### src/rtl/elevator_pkg.sv
// Shared types and helpers for the SCAN elevator controller.
// Floor one-hot helper is sized for the largest supported building.
package elevator_pkg;

   localparam int MAX_FLOORS = 16;

   typedef enum logic [1:0] {
      ST_IDLE      = 2'd0,
      ST_MOVE_UP   = 2'd1,
      ST_MOVE_DOWN = 2'd2,
      ST_DOOR_OPEN = 2'd3
   } state_t;

   typedef enum logic {
      DIR_UP   = 1'b0,
      DIR_DOWN = 1'b1
   } dir_t;

   function automatic logic [MAX_FLOORS-1:0] floor_onehot(input int floor, input int n);
      logic [MAX_FLOORS-1:0] oh;
      oh = '0;
      for (int i = 0; i < MAX_FLOORS; i++) begin
         oh[i] = (i == floor) && (i < n);
      end
      return oh;
   endfunction

endpackage

### src/rtl/elevator_req_scan.sv
// Combinational request scan: is anything pending above, below or at a floor.
// Kept standalone so a multi-car dispatcher can reuse it per car.
module elevator_req_scan
   import elevator_pkg::*;
#(
   parameter int NUM_FLOORS = 6,
   parameter int FLOOR_W    = 4
) (
   input  logic [NUM_FLOORS-1:0] i_pending,
   input  logic [FLOOR_W-1:0]    i_floor,
   output logic                  o_above,
   output logic                  o_below,
   output logic                  o_here
);

   always_comb begin
      o_above = 1'b0;
      o_below = 1'b0;
      o_here  = 1'b0;
      for (int i = 0; i < NUM_FLOORS; i++) begin
         if (i > int'(i_floor))  o_above = o_above | i_pending[i];
         if (i < int'(i_floor))  o_below = o_below | i_pending[i];
         if (i == int'(i_floor)) o_here  = o_here  | i_pending[i];
      end
   end

endmodule

### src/rtl/elevator_scan_ctrl.sv
// SCAN-order elevator controller: latched calls, shared travel/door timer,
// direction kept while requests remain ahead.
module elevator_scan_ctrl
   import elevator_pkg::*;
#(
   parameter int NUM_FLOORS   = 6,
   parameter int FLOOR_W      = 4,
   parameter int TRAVEL_TICKS = 100000,
   parameter int DOOR_TICKS   = 200000
) (
   input  logic                  clk,
   input  logic                  rst_n,
   input  logic [NUM_FLOORS-1:0] call_req,
   output logic [FLOOR_W-1:0]    current_floor,
   output logic                  moving_up,
   output logic                  moving_down,
   output logic                  door_open,
   output logic                  idle,
   output logic [NUM_FLOORS-1:0] pending
);

   localparam int MAX_TICKS = (TRAVEL_TICKS > DOOR_TICKS) ? TRAVEL_TICKS : DOOR_TICKS;
   localparam int TIMER_W   = (MAX_TICKS > 1) ? $clog2(MAX_TICKS) : 1;

   state_t                r_state, w_state_nxt, w_dec_state;
   dir_t                  r_last_dir, w_dir_nxt, w_dec_dir;
   logic [FLOOR_W-1:0]    r_floor, w_floor_nxt, w_eval_floor;
   logic [NUM_FLOORS-1:0] r_pending, w_pending_nxt, w_eval_oh, w_clear_mask;
   logic [TIMER_W-1:0]    r_timer, w_timer_nxt;
   logic                  w_travel_done, w_door_done, w_call_here;
   logic                  w_above, w_below, w_here;

   assign w_travel_done = (r_timer == TIMER_W'(TRAVEL_TICKS - 1));
   assign w_door_done   = (r_timer == TIMER_W'(DOOR_TICKS - 1));

   // Decisions on the arrival edge must see the floor we are about to occupy.
   always_comb begin
      w_eval_floor = r_floor;
      if (r_state == ST_MOVE_UP && w_travel_done)   w_eval_floor = r_floor + FLOOR_W'(1);
      if (r_state == ST_MOVE_DOWN && w_travel_done) w_eval_floor = r_floor - FLOOR_W'(1);
   end

   assign w_eval_oh = NUM_FLOORS'(floor_onehot(int'(w_eval_floor), NUM_FLOORS));

   elevator_req_scan #(
      .NUM_FLOORS (NUM_FLOORS),
      .FLOOR_W    (FLOOR_W)
   ) u_req_scan (
      .i_pending (r_pending),
      .i_floor   (w_eval_floor),
      .o_above   (w_above),
      .o_below   (w_below),
      .o_here    (w_here)
   );

   always_comb begin
      w_dec_state = ST_IDLE;
      w_dec_dir   = r_last_dir;
      if (w_here) begin
         w_dec_state = ST_DOOR_OPEN;
      end else if (w_above && (r_last_dir == DIR_UP || !w_below)) begin
         w_dec_state = ST_MOVE_UP;
         w_dec_dir   = DIR_UP;
      end else if (w_below) begin
         w_dec_state = ST_MOVE_DOWN;
         w_dec_dir   = DIR_DOWN;
      end
   end

   assign w_call_here = (r_state == ST_DOOR_OPEN) && ((call_req & w_eval_oh) != '0);

   always_comb begin
      w_state_nxt = r_state;
      w_dir_nxt   = r_last_dir;
      w_floor_nxt = r_floor;
      w_timer_nxt = r_timer + TIMER_W'(1);
      case (r_state)
         ST_IDLE: begin
            w_state_nxt = w_dec_state;
            w_dir_nxt   = w_dec_dir;
            w_timer_nxt = '0;
         end
         ST_MOVE_UP, ST_MOVE_DOWN: begin
            if (w_travel_done) begin
               w_floor_nxt = w_eval_floor;
               w_state_nxt = w_dec_state;
               w_dir_nxt   = w_dec_dir;
               w_timer_nxt = '0;
            end
         end
         ST_DOOR_OPEN: begin
            // A repeat call at this floor restarts the dwell instead of latching.
            if (w_call_here) begin
               w_timer_nxt = '0;
            end else if (w_door_done) begin
               w_state_nxt = w_dec_state;
               w_dir_nxt   = w_dec_dir;
               w_timer_nxt = '0;
            end
         end
         default: begin
            w_state_nxt = ST_IDLE;
            w_timer_nxt = '0;
         end
      endcase
   end

   assign w_clear_mask  = (w_state_nxt == ST_DOOR_OPEN) ? w_eval_oh : '0;
   assign w_pending_nxt = (r_pending | call_req) & ~w_clear_mask;

   always_ff @(posedge clk or negedge rst_n) begin
      if (!rst_n) begin
         r_state    <= ST_IDLE;
         r_last_dir <= DIR_UP;
         r_floor    <= '0;
         r_pending  <= '0;
         r_timer    <= '0;
      end else begin
         r_state    <= w_state_nxt;
         r_last_dir <= w_dir_nxt;
         r_floor    <= w_floor_nxt;
         r_pending  <= w_pending_nxt;
         r_timer    <= w_timer_nxt;
      end
   end

   assign current_floor = r_floor;
   assign pending       = r_pending;
   assign idle          = (r_state == ST_IDLE);
   assign moving_up     = (r_state == ST_MOVE_UP);
   assign moving_down   = (r_state == ST_MOVE_DOWN);
   assign door_open     = (r_state == ST_DOOR_OPEN);

   a_no_up_at_top: assert property (@(posedge clk) disable iff (!rst_n)
      !(r_state == ST_MOVE_UP && r_floor == FLOOR_W'(NUM_FLOORS - 1)));
   a_no_down_at_bottom: assert property (@(posedge clk) disable iff (!rst_n)
      !(r_state == ST_MOVE_DOWN && r_floor == '0));

endmodule
### config.mk
export PLATFORM = sky130hd
export DESIGN_NAME = elevator_scan_ctrl
export DESIGN_NICKNAME = d
export VERILOG_FILES = /design/src/rtl/elevator_pkg.sv /design/src/rtl/elevator_req_scan.sv /design/src/rtl/elevator_scan_ctrl.sv
export SDC_FILE = /design/constraint.sdc
export NUM_CORES = 1
export LEC_CHECK = 0
export ABC_AREA = 1
export CAP_MARGIN = 10
export CORE_ASPECT_RATIO = 1.1
export CORE_UTILIZATION = 58
export DETAILED_ROUTE_END_ITERATION = 16
export PLACE_DENSITY = 0.81
export SKIP_LAST_GASP = 1
export SLEW_MARGIN = 20
export SYNTH_ARGS = -nofsm -noshare
export SYNTH_HDL_FRONTEND = slang
export SYNTH_SLANG_ARGS = --single-unit
### constraint.sdc
create_clock -name clk -period 5.5 [get_ports clk]
set_input_delay 1.1 -clock clk [delete_from_list [all_inputs] [get_ports clk]]
set_output_delay 1.1 -clock clk [all_outputs]
set_load 0.1 [all_outputs]
==> impl_metrics.toml, run 1 <==
[cells_and_area]
final_core_util_pct = 70.92
drive_above_1_share_pct = 15.32
n_fill_cell = 348
nets = 361
syn_to_final_growth_pct = 15.49
stdcell_count = 396
register_area_sq_um = 775.7
n_antenna_cell = 0
multiInputGateArea_sq_mm = 0.001276

[logic_synthesis]
synthTopCellsByArea = "dfrtp_1 34%, nand2_1 13%, inv_1 7.0%, nand3_1 6.6%, nor2_1 6.5%"
yosys_warnings = 0
netlist_top_cells_count = "77 x nand2_1, 42 x inv_1, 39 x nor2_1, 31 x dfrtp_1, 30 x nand3_1"
async_flop_share_pct = 100.0
ys.flop_type = "dfrtp_1"
synth_area_sq_mm = 0.002262
yosys.area.top_type_share_pct = 34.29
synth_edf_count = 0
yosysTopAreaCell = "dfrtp_1"
seq_area_frac_synth_pct = 34.29
synthDistinctLibCells = 32
synth_most_common_cell = "nand2_1"
synthesis.nets = 334
synthCells = 318
synth_seq_cells = 31
syn_area_per_cell_sq_um = 7.114

[global_routing]
antenna_found_initial = 0
grt_overflow = 0
grt_pass1_wl_microns = 8121
grt_use_total_pct = 26.76
grt_pass1_vias = 1874
grt_max_degree = 32

[detailed_routing]
first_pass_iters = 4
avgRoutedWirePerCell_microns = 12.61
postRouteWirelength_microns = 4993
vias = 2071
drtIter0Drc = 156
ant_nets = 0
drt-vias-per-instance = 5.230
drc = 0

[timing]
max_clock_freq_mhz = 294.5
skew_ns = 0.005266
relSlewSlack_pct = 35.17
period_share_pct = 61.75
period_minus_slack_ns = 3.396
rsz0062_at_grt = "false"
layout_setup_ws_ns = 2.104
tightestPinTransition_ns = 0.9694
hold_viol = 0
finalSetupViolations = 0
fin_hold_ws_ns = 0.4561
final_max_slew_viol_count = 0
setup_tns_ns = 0

[pwr]
p_comb_share_pct = 49.8
p_leak_uw = 0.001251
swShare_pct = 50.03
p_switching_uw = 448.3
p_clk_share_pct = 21.1
ir_worst_vdd_mv = 0.2586
power_density_mw_per_mm2 = 343.0
p_seq_share_pct = 29.1
p_int_uw = 447.8

[placed_design]
preCtsSetupSlack_ns = 2.434
port_buffers = 21
dp.cells = 388
dp_hpwl_microns = 3728
gp_congestion = 0.8613

[clocking]
cts.sink_count = 31
clk_pin_slew_ns = 0.07
htreeDepth = 2
cts_tree = "built"
ctsHoldBuffers = 0
clk_latency_ns = 0.30
post-cts-setup-buffer-count = 0
root_buffer = "clkbuf_8"
cts_buffers = 5
cts_buffer_depth = 2
cts_resized = 0

[critical_path]
crit_buf_inv = 2
worst_r2r_path_depth = 18
worstPathArrival_ns = 2.30
end_kind = "output port"
crit_required_ns = 4.40
startpoint_type = "register"
r2r_start = "r_state[0]$_DFF_PN0_"
ff2ff_setup_slack_ns = 2.48
crit_type = "reg2out"
path_max_fanout = 6
worstPathCellList = "inv_1 -> ha_1 -> clkdlybuf4s50_1"
slowest_stage = "clkdlybuf4s50_1"
slowest_delay_ns = 1.17
r2r_end = "pending[1]$_DFF_PN0_"
critical_path.top_delay_family = "buffers and inverters"

[status]
status = "complete, no violations"

[die]
rows = 23
ios = 22
start_util_pct = 61.41
die_x_microns = 61.55
core_region_area_sq_mm = 0.003684
fp.dieH_microns = 67.50
die-area_sq_mm = 0.004154

[hold_path]
hold_path_depth = 1
worstHoldPathType = "reg2reg"
min_to = "r_timer[0]$_DFF_PN0_"
min-delay-start = "r_timer[0]$_DFF_PN0_"

[flow_run]
maxCapViolCount = 0
## placed cells by master (no fill, tap or decap), types with 3 or more instances in the layout
master,netlist,layout
nand2_4,3,3
nor2_1,39,39
nand2_1,77,77
or2_2,4,4
xor2_1,6,6
inv_1,42,42
nor3_1,10,10
clkdlybuf4s50_1,0,21
o21ai_0,9,9
nand2_2,13,13
xnor2_1,3,3
nor2_2,5,5
dfrtp_1,31,31
nand3_1,30,30
clkbuf_8,0,5
nand3_2,4,4
inv_2,8,8
nand4_1,8,8
ha_1,8,8
## cell type report
class | instances | share of cell area (%)
Tap cell | 50 | 2.395
Multi-Input combinational cell | 235 | 48.85
Sequential cell | 31 | 29.69
Clock inverter | 3 | 0.9100
Inverter | 50 | 7.184
Timing Repair Buffer | 22 | 8.333
Clock buffer | 5 | 2.634
## worst max-delay path by stage
stage	from	endpoint	slack, ns	cells after the start
finish	r_state[0]$_DFF_PN0_	moving_down	2.10	3
floorplan	r_state[0]$_DFF_PN0_	pending[2]$_DFF_PN0_	2.34	23
CTS	r_state[0]$_DFF_PN0_	moving_down	2.11	3
global route	r_state[0]$_DFF_PN0_	moving_down	2.01	3
detailed placement	r_state[0]$_DFF_PN0_	moving_down	2.43	3
global placement	r_state[0]$_DFF_PN0_	moving_down	2.48	3
## routing by layer
layer	routed length (microns)	GRT usage (%)
met1	2382	37.00
met2	2274	41.80
met3	274	5.172
met4	62	8.889
met5	0	0
## state kept, by name (all words and copies together), names as in the netlist
register       flops
r_state            2
current_floor      4
r_last_dir         1
r_timer           18
pending            6
## power by group through the flow
| stage | Clock, uW | Sequential, uW | Combinational (uW) |
|---|---|---|---|
| global route | 202 | 262 | 476 |
| floorplan | 0 | 284 | 340 |
| global placement | 0 | 263 | 432 |
| CTS | 193 | 260 | 444 |
| detailed placement | 0 | 265 | 440 |
| finish | 189 | 260 | 446 |
## stage by stage
step	power, uW	cell area [sq um]
after global placement	695.3	2520
final	896.0	2613
after detailed placement	704.4	2520
after global routing	939.8	2613
after CTS	897.6	2613
after floorplan	623.8	2262
## cell families (layout without fill, tap and decap cells)
logic type / count (synthesis) / count (layout) / share of synthesized area (%)
buffers and inverters: 52 / 80 / 9.292
xor gates and xnor gates: 9 / 9 / 3.485
DFF: 31 / 31 / 34.29
AOI/OAI and AO/OA: 15 / 15 / 4.204
and+or+nand+nor: 203 / 203 / 44.30
adders and majority gates: 8 / 8 / 4.425
Note: power is estimated with default switching activity, not from simulation.
==> run 2, diff against run 1 <==
--- a/config.mk
+++ b/config.mk
@@ -8,9 +8,9 @@
 export ABC_AREA = 1
 export CAP_MARGIN = 10
 export CORE_ASPECT_RATIO = 1.1
-export CORE_UTILIZATION = 58
+export CORE_UTILIZATION = 52
 export DETAILED_ROUTE_END_ITERATION = 16
-export PLACE_DENSITY = 0.81
+export PLACE_DENSITY = 0.77
 export SKIP_LAST_GASP = 1
 export SLEW_MARGIN = 20
 export SYNTH_ARGS = -nofsm -noshare
==> constraint.sdc (replaced) <==
create_clock -name clk -period 2.8 [get_ports clk]
set_input_delay 0.56 -clock clk [delete_from_list [all_inputs] [get_ports clk]]
set_output_delay 0.56 -clock clk [all_outputs]
set_load 0.1 [all_outputs]
==> run 2 against run 1 <==
Against the previous run: register-to-register slack got worse by 2.2 ns; sequential share of layout area decreased by 1.4 points; via count increased by 3.6%; design area increased by 5.7%; sequential power increased by 100%; setup slack got worse by 1.9 ns; flip-flop and latch count unchanged; clock power increased by 150%; highest routed layer unchanged.
==> impl_metrics.toml, run 2 (same netlist as run 1, synthesis figures left out) <==
[global_routing]
grt_use_total_pct = 23.83
antenna_found_initial = 0
grt_overflow = 0
grt_pass1_vias = 1920
grt_pass1_wl_microns = 8500
grt_max_degree = 32

[critical_path]
slowest_stage = "dfrtp_2"
r2r_end = "pending[3]$_DFF_PN0_"
crit_type = "reg2reg"
path_common_cell = "nand2_2"
startpoint = "r_timer[13]$_DFF_PN0_"
crit_required_ns = 2.98
slowest_delay_ns = 0.46
startpoint_type = "register"
worstPathArrival_ns = 2.75
end_kind = "register"
worst_r2r_path_depth = 20
cp-endpoint = "pending[3]$_DFF_PN0_"
r2r_start = "r_timer[13]$_DFF_PN0_"
path_max_fanout = 7
worstPathCellList = "nor2_4 -> nand2_1 -> nor2_1 -> nand4_1 -> nand3_1 -> nand2_2 -> inv_2 -> nand3_2 -> nor2_2 -> nand2_1 -> nand2_1 -> nor2_2 -> nand2_2 -> nand2_2 -> nand2_4 -> nand2_2 -> nand2_2 -> nand3_1 -> nand2_1 -> inv_1"
ff2ff_setup_slack_ns = 0.23

[pwr]
power_uw = 1925
p_leak_uw = 0.001322
power_density_mw_per_mm2 = 696.9
ir_worst_vdd_mv = 0.4522

[cells_and_area]
n_antenna_cell = 0
largest_register = "r_timer"
final_common_cell = "nand2_1"
layout_common_cells = "77 x nand2_1, 40 x inv_1, 35 x nor2_1"
nets = 370
drive_above_1_share_pct = 26.20
largest_reg_flops = 18
syn_to_final_growth_pct = 22.12

[timing]
period_minus_slack_ns = 2.566
skew_ns = 0.006324
max_clock_freq_mhz = 389.8
setup_tns_ns = 0
relSlewSlack_pct = 69.86
period_share_pct = 91.63
rsz0062_at_grt = "false"
hold_viol = 0
finalSetupViolations = 0
tightestPinTransition_ns = 0.4480
final_max_slew_viol_count = 0

[detailed_routing]
drtIter0Drc = 150
drt-vias-per-instance = 5.270
drc = 0
first_pass_iters = 4
ant_nets = 0
vias = 2145
avgRoutedWirePerCell_microns = 12.94
postRouteWirelength_microns = 5266

[clocking]
cts_buffer_depth = 2
cts_buffers = 5
htreeDepth = 2
root_buffer = "clkbuf_8"
clk_latency_ns = 0.29
clk_pin_slew_ns = 0.07
cts.sink_count = 31
cts_tree = "built"

[die]
die_x_microns = 64.89
ios = 22
core_region_area_sq_mm = 0.004054
fp.dieH_microns = 71.18
rows = 24
die-area_sq_mm = 0.004618
start_util_pct = 55.80

[placed_design]
dp_hpwl_microns = 3733
gp_congestion = 0.8991
port_buffers = 21

[flow_run]
maxCapViolCount = 0

[status]
status = "complete, no violations"

[hold_path]
worstHoldPathType = "reg2reg"
run 2: changes by cell type in the layout (fill, tap and decap cells not counted), moves of 4 or more:
cell	change
dfrtp_2	+4
buf_4	+21
clkdlybuf4s50_1	-14
dfrtp_1	-4
nor2_1	-4
run 2: where the power goes:
part | leakage [uW] | internal (uW) | total [uW] | switching (uW)
clock network | 0.0000612 | 288 | 467 | 179
logic | 0.000869 | 253 | 936 | 683
registers | 0.000392 | 484 | 523 | 38.6
run 2: cell type report:
| type | instances | area [sq um] |
|---|---|---|
| clock inverter | 2 | 35.03 |
| sequential | 31 | 780.7 |
| inverter | 50 | 187.7 |
| fill | 343 | 1291 |
| clock buffer | 6 | 82.58 |
| multi-input combinational | 237 | 1376 |
| timing repair buffer | 29 | 235.2 |
| tap | 52 | 65.06 |
run 2: through the flow:
stage | worst slack, ns | hold slack (ns) | std cells | instance area (sq um) | util (%)
3_3_place_gp | 0.1708 | 0.4500 | 391 | 2522 | 62.22
4_1_cts | 0.1110 | 0.4627 | 399 | 2640 | 65.12
6_report | 0.2344 | 0.5469 | 407 | 2763 | 68.15
3_5_place_dp | 0.1472 | 0.4540 | 391 | 2522 | 62.22
5_1_grt | 0.01652 | 0.5963 | 407 | 2763 | 68.15
2_1_floorplan | 0.02593 | 0.2644 | 318 | 2290 | -
run 2: worst min path at each step:
stage | from | endpoint | slack [ns] | cells after the start
6_report | current_floor[1]$_DFFE_PN0P_ | current_floor[1]$_DFFE_PN0P_ | 0.55 | 2
5_1_grt | current_floor[0]$_DFFE_PN0P_ | current_floor[0]$_DFFE_PN0P_ | 0.60 | 2
4_1_cts | r_timer[0]$_DFF_PN0_ | r_timer[0]$_DFF_PN0_ | 0.46 | 1
3_5_place_dp | r_timer[0]$_DFF_PN0_ | r_timer[0]$_DFF_PN0_ | 0.45 | 1
3_3_place_gp | r_timer[0]$_DFF_PN0_ | r_timer[0]$_DFF_PN0_ | 0.45 | 1
2_1_floorplan | rst_n | current_floor[0]$_DFFE_PN0P_ | 0.26 | 0
run 2: timing repair:
item	CTS	global route
hold buffers	0	0
endpoints found under the setup margin	0	25
buffers inserted	0	6
gates resized for setup	0	18
run 2: per-layer routing:
metal	part of all wire [%]	GRT usage, %	vias to the layer above
met4	2.4	10.37	0
met5	0	0	-
met3	3.9	4.839	13
met1	46	30.99	990
li1	-	-	1086
met2	48	38.08	56
run 2: worst max-delay path, delay by kind of cell, from the launching register on:
kind / cells / cell delay [ns]
simple gates: 18 / 1.82
flops: 1 / 0.46
buf+inv: 2 / 0.16
